`config.mk`:
```
export PLATFORM = sky130hd
export DESIGN_NAME = prog_loader
export DESIGN_NICKNAME = d
export VERILOG_FILES = /design/src/rtl/prog_loader.sv
export SDC_FILE = /design/constraint.sdc
export NUM_CORES = 1
export LEC_CHECK = 0
export CAP_MARGIN = 5
export CELL_PAD_IN_SITES_DETAIL_PLACEMENT = 2
export CELL_PAD_IN_SITES_GLOBAL_PLACEMENT = 2
export CORE_UTILIZATION = 39
export DETAILED_ROUTE_END_ITERATION = 16
export PLACE_DENSITY = 0.86
export SKIP_LAST_GASP = 1
export SLEW_MARGIN = 20
export SYNTH_ARGS = -nofsm -noshare
export SYNTH_HDL_FRONTEND = slang
export SYNTH_SLANG_ARGS = --single-unit
```
`constraint.sdc`:
```
create_clock -name clk -period 3.4 [get_ports clk]
set_clock_uncertainty 0.1 [all_clocks]
set_input_delay 0.34 -clock clk [delete_from_list [all_inputs] [get_ports clk]]
set_output_delay 0.34 -clock clk [all_outputs]
set_load 0.1 [all_outputs]
```
`src/rtl/prog_loader.sv`:
```
// Boot loader: receives a length-prefixed, checksummed byte image, writes 16-bit words
// into the instruction ROM and releases the CPU from reset once the checksum matches.
module prog_loader #(
  parameter int ADDR_W  = 15,
  parameter int TIMEOUT = 0
) (
  input  logic              clk,
  input  logic              rst,
  input  logic              start,
  input  logic [7:0]        rx_data,
  input  logic              rx_valid,
  output logic              rx_ready,
  output logic              rom_we,
  output logic [ADDR_W-1:0] rom_addr,
  output logic [15:0]       rom_wdata,
  output logic              cpu_rst,
  output logic              busy,
  output logic              done,
  output logic              err
);

  localparam int TO_W = (TIMEOUT > 1) ? $clog2(TIMEOUT + 1) : 1;
  localparam logic [16:0] MAX_LEN = 17'(64'd1 << ADDR_W);

  typedef enum logic [2:0] {
    S_IDLE, S_LEN_HI, S_LEN_LO, S_DAT_HI, S_DAT_LO, S_CHK, S_RUN, S_ERR
  } state_t;

  state_t            state, state_next;
  logic [7:0]        len_hi, hi_byte, sum;
  logic [ADDR_W-1:0] idx, last_idx;
  logic [TO_W-1:0]   to_cnt;
  logic              loading, accept, timed_out;
  logic [16:0]       len_full;

  assign loading  = state inside {S_LEN_HI, S_LEN_LO, S_DAT_HI, S_DAT_LO, S_CHK};
  assign rx_ready = loading;
  assign accept   = rx_valid & rx_ready;
  assign len_full = {1'b0, len_hi, rx_data};
  // An accept in the threshold cycle clears the counter instead of timing out.
  assign timed_out = (TIMEOUT > 0) && loading && !accept && (to_cnt == TO_W'(TIMEOUT - 1));

  always_comb begin
    state_next = state;
    case (state)
      S_IDLE:   if (start) state_next = S_LEN_HI;
      S_LEN_HI: if (accept) state_next = S_LEN_LO;
      S_LEN_LO: if (accept) begin
        if (len_full > MAX_LEN)  state_next = S_ERR;
        else if (len_full == '0) state_next = S_CHK;
        else                     state_next = S_DAT_HI;
      end
      S_DAT_HI: if (accept) state_next = S_DAT_LO;
      S_DAT_LO: if (accept) state_next = (idx == last_idx) ? S_CHK : S_DAT_HI;
      S_CHK:    if (accept) state_next = (rx_data == sum) ? S_RUN : S_ERR;
      S_RUN, S_ERR: if (start) state_next = S_LEN_HI;
      default:  state_next = S_IDLE;
    endcase
    if (timed_out) state_next = S_ERR;
  end

  always_ff @(posedge clk or negedge rst) begin
    if (!rst) begin
      state     <= S_IDLE;
      rom_we    <= 1'b0;
      rom_addr  <= '0;
      rom_wdata <= '0;
      cpu_rst   <= 1'b1;
      busy      <= 1'b0;
      done      <= 1'b0;
      err       <= 1'b0;
      len_hi    <= '0;
      hi_byte   <= '0;
      sum       <= '0;
      idx       <= '0;
      last_idx  <= '0;
      to_cnt    <= '0;
    end else begin
      state   <= state_next;
      rom_we  <= 1'b0;
      busy    <= state_next inside {S_LEN_HI, S_LEN_LO, S_DAT_HI, S_DAT_LO, S_CHK};
      err     <= (state_next == S_ERR);
      cpu_rst <= (state_next != S_RUN);
      done    <= (state == S_CHK) && (state_next == S_RUN);

      if (accept) to_cnt <= '0;
      else if (loading) to_cnt <= to_cnt + 1'b1;

      if (accept && state != S_CHK) sum <= sum + rx_data;

      if (accept) begin
        case (state)
          S_LEN_HI: len_hi <= rx_data;
          S_LEN_LO: last_idx <= ADDR_W'(len_full - 17'd1);
          S_DAT_HI: hi_byte <= rx_data;
          S_DAT_LO: begin
            rom_we    <= 1'b1;
            rom_addr  <= idx;
            rom_wdata <= {hi_byte, rx_data};
            idx       <= idx + 1'b1;
          end
          default: ;
        endcase
      end

      // Fresh load: restart word index, checksum and idle counter.
      if (state_next == S_LEN_HI && state != S_LEN_HI) begin
        idx    <= '0;
        sum    <= '0;
        to_cnt <= '0;
      end
    end
  end

endmodule
```
==> reports/metrics.cfg <==
[cts]
numCtsBuffers = 9
cts_resized = 0
htreeDepth = 3
post_cts_buffers = 0
clkTransAtPathRegs_ps = 70
clockBufferDepth = 2
clock-root-buffer = clkbuf_16
cts_tree = yes
clock-sinks = 93
clock_latency_ps = 350
cts_hold_repair.buffers = 0

[global_route]
grt_max_degree = 66
antenna_found_initial = 0
grt_pass1_wl_um = 21800
overflow = 0
grt_pass1_vias = 4033
gr-usage-met3 = 0.0326
met1_usage = 0.293
grt_use_met2 = 0.429
grtUsageTotal = 0.244
top_usage_layer = met2

[logic_synthesis]
synth-edff-count = 0
synth-seq-cells = 93
synth_nets = 493
yosys.area.top_type_share = 0.507
synth_cells = 470
synth_seq_area_share = 0.513
syn_area_per_cell_um2 = 9.66
ys.flop_type = dfrtp_1
ys_warn_count = 0
synthArstFlopShare = 1.00
syn-cell-area_um2 = 4540
yosysUniqueCellTypes = 55
yosysTopAreaCell = dfrtp_1
netlist_top_cells_area = dfrtp_1 51%, nand2_1 9.3%, xnor2_1 6.0%, nor2_1 3.8%, mux2_2 3.5%

[layout]
ff_latch_area_um2 = 2330
nFillCells = 1164
multi_input_area_um2 = 2080
diodes = 0
drive_gt1_frac = 0.115
final_nets = 540
area_growth_pct = 20.6
fin_util = 0.482

[floorplan]
fp.dieW_um = 110
io_pins = 49
dieArea_um2 = 12100
initial_core_util = 0.399
die_h_um = 110
core_um2 = 11400
placementRows = 39

[detailed_routing]
vias = 3589
first_pass_iters = 4
vias_per_cell = 5.40
wl_per_cell_um = 19.7
wl_um = 13100
ant_nets = 0
drc = 0
drt_iter0_markers = 134

[sta]
whs_ps = -7.70
final.min_clock_period_ps = 2720
tightestPinTransition_ps = 995
fmax_mhz = 367
fin_ws_ps = 676
rsz0062_at_grt = no
tns_ps = 0
hold_violations = 5
setup_viol = 0
relSlewSlack = 0.335
maxSlewViolCount = 0
period_share = 0.801

[critical_path]
path_buf_inv = 1
critPathSlowestCell = clkdlybuf4s50_1
r2r_cells = 9
crit_required_ps = 3580
ff2ff_setup_slack_ps = 760
crit_family = compound AO/OA/AOI/OAI gates
crit_chain = clkdlybuf4s50_1 > ha_1 > a211oi_2 > o21bai_2 > a2111oi_4 > nor3_1 > or4_4 > a21oi_2
critPathCaptureType = flip-flop
crit_path_start_kind = input pin
critical_path.max_stage_delay_ps = 560
cp.arrival_ps = 2900
worst-path-max-fanout = 5
worstSetupPathType = in -> reg
r2r-end = idx[13]$_DFFE_PN0P_
crit-reg2reg-launch = state[1]$_DFF_PN0_

[placement]
gp_congestion = 0.873
place_ws_ps = 370
port_buffers = 48
dp_hpwl_um = 8780

[pwr]
ir_drop_v = 0.000534
powerDensity_nw_per_um2 = 984
report.power.total_w = 0.00539
p_leak_nw = 2.43

[run_status]
violations = negative hold slack
status = complete, but fails checks

[hold_path]
hold_class = in -> async

[flow_run]
max_cap_viol_count = 0

metal layers:
metal	up-vias	part of all wire
met5	-	0
met4	0	0.030
met3	32	0.026
met2	69	0.52
met1	1828	0.43
li1	1660	-
cells in the final DEF, fill, tap and decap left out, types with 5 or more instances in the layout:
master / netlist / final
nand4_1: 6 / 6
ha_1: 10 / 10
nand2_1: 113 / 113
mux2_2: 14 / 14
buf_4: 3 / 13
nor3_1: 10 / 10
xnor2_1: 31 / 31
clkdlybuf4s50_1: 0 / 46
nor2_1: 46 / 46
clkbuf_16: 0 / 9
xor2_1: 16 / 16
a21oi_1: 29 / 29
o21ai_0: 9 / 9
inv_1: 5 / 5
dfrtp_1: 92 / 92
nand3_1: 10 / 10
logic make-up (layout without fill, tap and decap cells):
group           Yosys count  in the layout  share of synthesized area
compound gates           66             66                     0.0950
xor+xnor                 47             47                     0.0906
fa+ha+maj                11             11                     0.0320
buf+inv                  29             81                     0.0295
flops                    93             93                      0.513
mux                      15             15                     0.0369
simple gates            209            209                      0.203
sequential cells by signal (all words and copies together) (netlist names):
| name | cells |
|---|---|
| rom_wdata | 16 |
| last_idx | 15 |
| len_hi | 8 |
| cpu_rst | 1 |
| err | 1 |
| idx | 15 |
| sum | 8 |
| rom_we | 1 |
| hi_byte | 8 |
| state | 3 |
| rom_addr | 15 |
| done | 1 |
| busy | 1 |
cell type report:
class,count,share of cell area
clock buffers,11,0.0425
flip-flops and latches,93,0.425
repair buffers,59,0.102
clock inverters,5,0.0137
multi-input cells,348,0.380
inverters,6,0.00411
well taps,143,0.0327
report_power, final:
| part | internal (W) | switching (W) | total, W |
|---|---|---|---|
| clock network | 0.000641 | 0.000429 | 0.00107 |
| registers | 0.00147 | 0.000348 | 0.00182 |
| logic | 0.000770 | 0.00173 | 0.00250 |
| total | 0.00288 | 0.00251 | 0.00539 |
Yosys cell counts (2+ instances only):
cell / n
or2_2: 3
nor3_2: 2
o31ai_1: 3
nor3_1: 10
mux2_2: 14
buf_4: 3
a21oi_1: 29
buf_2: 5
ha_1: 10
a31oi_1: 3
inv_1: 5
and3_1: 3
nor4_1: 3
o21ai_0: 9
and4_1: 2
nand4_1: 6
nand3_1: 10
clkbuf_1: 11
nor2_1: 46
nand2_1: 113
o21ai_1: 3
buf_1: 3
xnor2_1: 31
xor2_1: 16
nor2b_1: 3
a211oi_1: 3
dfrtp_1: 92
a21oi_2: 2
per-stage QoR:
| step | cells | instance area, um2 |
|---|---|---|
| finish | 665 | 5480 |
| global route | 665 | 5480 |
| CTS | 665 | 5480 |
| detailed placement | 649 | 5170 |
| global placement | 649 | 5170 |
| floorplan | 470 | 4540 |
worst max-delay path by stage:
stage / from / end / cells past startpoint
global placement: rx_data[1] / sum[7]$_DFFE_PN0P_ / 8
detailed placement: rx_data[1] / sum[7]$_DFFE_PN0P_ / 8
finish: rx_data[1] / sum[7]$_DFFE_PN0P_ / 8
floorplan: state[0]$_DFF_PN0_ / busy$_DFF_PN0_ / 7
CTS: rx_data[1] / busy$_DFF_PN0_ / 9
global route: state[1]$_DFF_PN0_ / idx[13]$_DFFE_PN0P_ / 9
Power figures use the tool's default switching activity.
==> edit 1 (same flow settings) <==
The parameter `ADDR_W` goes from 15 to 14.
--- a/src/rtl/prog_loader.sv
+++ b/src/rtl/prog_loader.sv
@@ -3,3 +3,3 @@
 module prog_loader #(
-  parameter int ADDR_W  = 15,
+  parameter int ADDR_W  = 14,
   parameter int TIMEOUT = 0
Interface: changed (resized rom_addr); port bits go from 49 to 48. The function was not compared with the original's and may differ.
==> edit 1 against the original RTL <==
Synthesized area grew 1.9%; global-route usage shrank 2.6 points; final area grew 2.0%; critical path depth shrank 1; routed wire length shrank 6.0%; count of clock-buffer cells in the layout shrank 1; the flow finishes with violations (DRC); power grew 5.7%; final cell count shrank 9.8%; register-to-register slack gained 0.22 ns; sequential cell count shrank 3; setup slack gained 0.085 ns.
==> edit 1: results (changes against the original RTL) <==
<table>
<tr><th>Metric</th><th>Value</th></tr>
<tr><th colspan="2">Drt</th></tr>
<tr><td>DRT iter0 DRCs</td><td>136 (was 134)</td></tr>
<tr><td>DRC violation count after routing</td><td>4 (was 0)</td></tr>
<tr><td>Total length of routed met2 wires</td><td>6.381 mm (was 6.781 mm)</td></tr>
<tr><td>Detailed-route wire length</td><td>12.31 mm (was 13.09 mm)</td></tr>
<tr><td>Met3 routed WL</td><td>286 um (was 341 um)</td></tr>
<tr><td>Wl on met1</td><td>5.350 mm (was 5.575 mm)</td></tr>
<tr><td>Via density</td><td>5.560 (was 5.397)</td></tr>
<tr><th colspan="2">Pwr</th></tr>
<tr><td>Leakage</td><td>2.344 nW (was 2.432 nW)</td></tr>
<tr><th colspan="2">Global routing</th></tr>
<tr><td>Global-route wire length before repair</td><td>20.82 mm (was 21.76 mm)</td></tr>
<tr><td>Via count of the first global-routing pass</td><td>3880 (was 4033)</td></tr>
<tr><td>Tot GR Track Use</td><td>21.86% (was 24.45%)</td></tr>
<tr><th colspan="2">Logic synthesis</th></tr>
<tr><td>Sequential area share after synthesis</td><td>48.68% (was 51.27%)</td></tr>
<tr><td>Mapped Cells</td><td>407 (was 470)</td></tr>
<tr><td>Number of library cell types mapped by synthesis</td><td>57 (was 55)</td></tr>
<tr><td>Synthesized netlist net count</td><td>430 (was 493)</td></tr>
<tr><th colspan="2">Place</th></tr>
<tr><td>Count of input and output buffers</td><td>47 (was 48)</td></tr>
<tr><td>Placer's final routability congestion estimate</td><td>0.8362 (was 0.8727)</td></tr>
<tr><td>Cell Count Post-Placement</td><td>584 (was 649)</td></tr>
<tr><th colspan="2">STA</th></tr>
<tr><td>Worst slew margin relative to its limit</td><td>34.16% (was 33.46%)</td></tr>
<tr><th colspan="2">Finish</th></tr>
<tr><td>Layout cells sized above 1</td><td>22.76% (was 11.49%)</td></tr>
<tr><td>Number of standard cells in the final layout excluding fillers</td><td>600 (was 665)</td></tr>
<tr><td>NumNets Final</td><td>475 (was 540)</td></tr>
<tr><th colspan="2">Status</th></tr>
<tr><td>Violated checks</td><td>DRC (was hold timing)</td></tr>
<tr><td>Result of the run</td><td>finished, violations left (unchanged)</td></tr>
<tr><th colspan="2">Worst setup path</th></tr>
<tr><td>Critical-path maximum fanout</td><td>8 (was 5)</td></tr>
<tr><td>Register-to-register path setup slack</td><td>0.98 ns (was 0.76 ns)</td></tr>
</table>
-- edit 1: critical path, cell delays in order --
cell and delay [ns]:
clkdlybuf4s50_1 0.74, ha_1 0.36, nor4b_1 0.43, nand4_1 0.21, o211a_1 0.23, or2_0 0.20
mux2_2 0.26
-- edit 1: worst paths after layout --
| check | from | cells after the start | end |
|---|---|---|---|
| max | rx_data[6] | 7 | busy |
| min | rst | 1 | last_idx[12] |
| max reg2reg | len_hi[0] | 6 | idx[9] |
| min reg2reg | hi_byte[3] | 1 | rom_wdata[11] |
| max in group asynchronous | rst | 2 | hi_byte[3] |
| min in group clk | hi_byte[3] | 1 | rom_wdata[11] |
-- edit 1: layout make-up --
type	count	area (um2)	share of cell area (%)
clock buffer	10	239.0	4.279
clock inverter	6	116.4	2.083
inverter	6	22.52	0.4032
multi-input combinational	286	2220	39.74
sequential	90	2253	40.34
tap	143	178.9	3.203
timing repair buffer	59	555.5	9.946
-- edit 1: cells by family after synthesis --
logic type,count (synthesis),synth area share (%)
simple gates,108,12.43
flops,90,48.68
compound gates,72,11.70
mux,53,12.73
xor+xnor,42,7.946
buf+inv,31,3.378
fa+ha+maj,11,3.135
-- edit 1: metal layers --
metal	track usage, %	up-vias
li1	-	1537
met1	26.64	1716
met2	38.07	61
met3	3.335	22
met4	9.954	0
met5	0	-
-- edit 1: power groups by stage --
stage | sequential (mW) | combinational (mW) | clock [mW]
CTS | 1.77 | 2.75 | 1.23
floorplan | 2.47 | 1.34 | 0
global placement | 1.75 | 2.59 | 0
global route | 1.82 | 2.90 | 1.27
finish | 1.77 | 2.72 | 1.21
detailed placement | 1.78 | 2.71 | 0
-- edit 1: through the flow --
step           hold slack, ns  setup WS (ns)  power, mW
6_report             0.003376         0.7612      5.696
5_1_grt               0.07029         0.6599      5.991
4_1_cts               0.03682         0.8008      5.754
3_5_place_dp           0.3939         0.4203      4.493
3_3_place_gp           0.3674         0.5030      4.344
2_1_floorplan        -0.05559         0.7422      3.808
==> edit 2 (config.mk and constraints unchanged) <==
Made on the original files. The output `err` loses its register stage (`err` becomes a continuous assignment).
--- a/src/rtl/prog_loader.sv
+++ b/src/rtl/prog_loader.sv
@@ -70,3 +70,2 @@
       done      <= 1'b0;
-      err       <= 1'b0;
       len_hi    <= '0;
@@ -81,3 +80,2 @@
       busy    <= state_next inside {S_LEN_HI, S_LEN_LO, S_DAT_HI, S_DAT_LO, S_CHK};
-      err     <= (state_next == S_ERR);
       cpu_rst <= (state_next != S_RUN);
@@ -114,2 +112,4 @@
 
+  assign err = (state_next == S_ERR);
+
 endmodule
Formal check against the unedited RTL: not equivalent (a bounded check fails within 4 cycles, from zero or initial values and one cycle with rst low).
==> edit 2 against the original RTL <==
Routed wire length grew 9.8%; setup slack lost 0.47 ns; power grew 0.57%; clock power shrank 8%; critical path depth grew 2; first-iteration DRC count grew 25%; sequential cell count shrank 1; final area shrank 0.41%; synthesized cell count shrank 0.21%; synthesized area shrank 0.55%; largest cell class unchanged.
==> edit 2: results (changes against the original RTL) <==
<table>
<tr><th>Metric</th><th>Value</th></tr>
<tr><th colspan="2">Place</th></tr>
<tr><td>Placer's final routability congestion estimate</td><td>0.9555 (was 0.8727)</td></tr>
<tr><td>Cell Count Post-Placement</td><td>647 (was 649)</td></tr>
<tr><td>Placed wire-length estimate</td><td>9.548 mm (was 8.777 mm)</td></tr>
<tr><th colspan="2">Finish</th></tr>
<tr><td>Number of inserted filler cells in the final layout</td><td>1202 (was 1164)</td></tr>
<tr><td>NumNets Final</td><td>541 (was 540)</td></tr>
<tr><td>Layout Utilization</td><td>49.22% (was 48.16%)</td></tr>
<tr><th colspan="2">Status</th></tr>
<tr><td>Result of the run</td><td>completed (was finished, violations left)</td></tr>
<tr><th colspan="2">Global routing</th></tr>
<tr><td>Pin count of the biggest net entering global routing</td><td>67 (was 66)</td></tr>
<tr><td>Global-route wire length before repair</td><td>23.00 mm (was 21.76 mm)</td></tr>
<tr><td>GR Util met3</td><td>3.853% (was 3.260%)</td></tr>
<tr><th colspan="2">Worst setup path</th></tr>
<tr><td>Top cell family by delay on the critical path</td><td>buffers and inverters (was compound AO/OA/AOI/OAI gates)</td></tr>
<tr><td>Length in cells of the worst reg-to-reg path</td><td>7 (was 9)</td></tr>
<tr><td>Signal arrival time at the worst endpoint</td><td>2.76 ns (was 2.90 ns)</td></tr>
<tr><td>Largest incremental delay on the critical path</td><td>0.50 ns (was 0.56 ns)</td></tr>
<tr><th colspan="2">Drt</th></tr>
<tr><td>Met3 routed WL</td><td>260 um (was 341 um)</td></tr>
<tr><td>Wl on met1</td><td>5.841 mm (was 5.575 mm)</td></tr>
<tr><td>Routed len/inst</td><td>21.67 um (was 19.68 um)</td></tr>
<tr><td>Total length of routed met2 wires</td><td>7.883 mm (was 6.781 mm)</td></tr>
<tr><td>DRT iter0 DRCs</td><td>168 (was 134)</td></tr>
<tr><th colspan="2">Logic synthesis</th></tr>
<tr><td>Avg Inst Size Synth</td><td>9.631 um2 (was 9.664 um2)</td></tr>
<tr><td>Area fraction in compound gates after synthesis</td><td>9.557% (was 9.504%)</td></tr>
<tr><td>Proportion of synthesized area in mux cells</td><td>3.712% (was 3.691%)</td></tr>
<tr><td>Top post-synthesis cells by count</td><td>nand2_1, dfrtp_1, nor2_1 (unchanged)</td></tr>
<tr><td>Sequential area share after synthesis</td><td>51.00% (was 51.27%)</td></tr>
<tr><th colspan="2">Pwr</th></tr>
<tr><td>Maximum ir drop on the vdd rail</td><td>0.6420 mV (was 0.5339 mV)</td></tr>
<tr><td>Leakage</td><td>2.416 nW (was 2.432 nW)</td></tr>
</table>
edit 2: final cells by class:
| cell class | instances | share of cell area (%) |
|---|---|---|
| multi-input cells | 348 | 38.32 |
| clock buffers | 14 | 4.475 |
| clock inverters | 2 | 0.6425 |
| inverters | 6 | 0.4130 |
| flip-flops and latches | 92 | 42.24 |
| repair buffers | 61 | 10.69 |
| well taps | 140 | 3.212 |
edit 2: power by group:
group	total (mW)	leakage (nW)	switching (mW)	internal, mW
combinational	2.63	1.11	1.84	0.794
clock	0.988	0.135	0.417	0.571
sequential	1.80	1.17	0.346	1.46
total	5.42	2.42	2.60	2.82
edit 2: final timing paths:
kind | start | end | slack, ns
hold reg to reg | rom_addr[2] | rom_addr[2] | 0.38
setup reg to reg | sum[1] | sum[7] | 0.78
setup / recovery | rx_data[0] | err | 0.20
min in group clk | rom_addr[2] | rom_addr[2] | 0.38
max in group asynchronous | rst | hi_byte[3] | 2.43
hold / removal | rst | idx[5] | 0.002
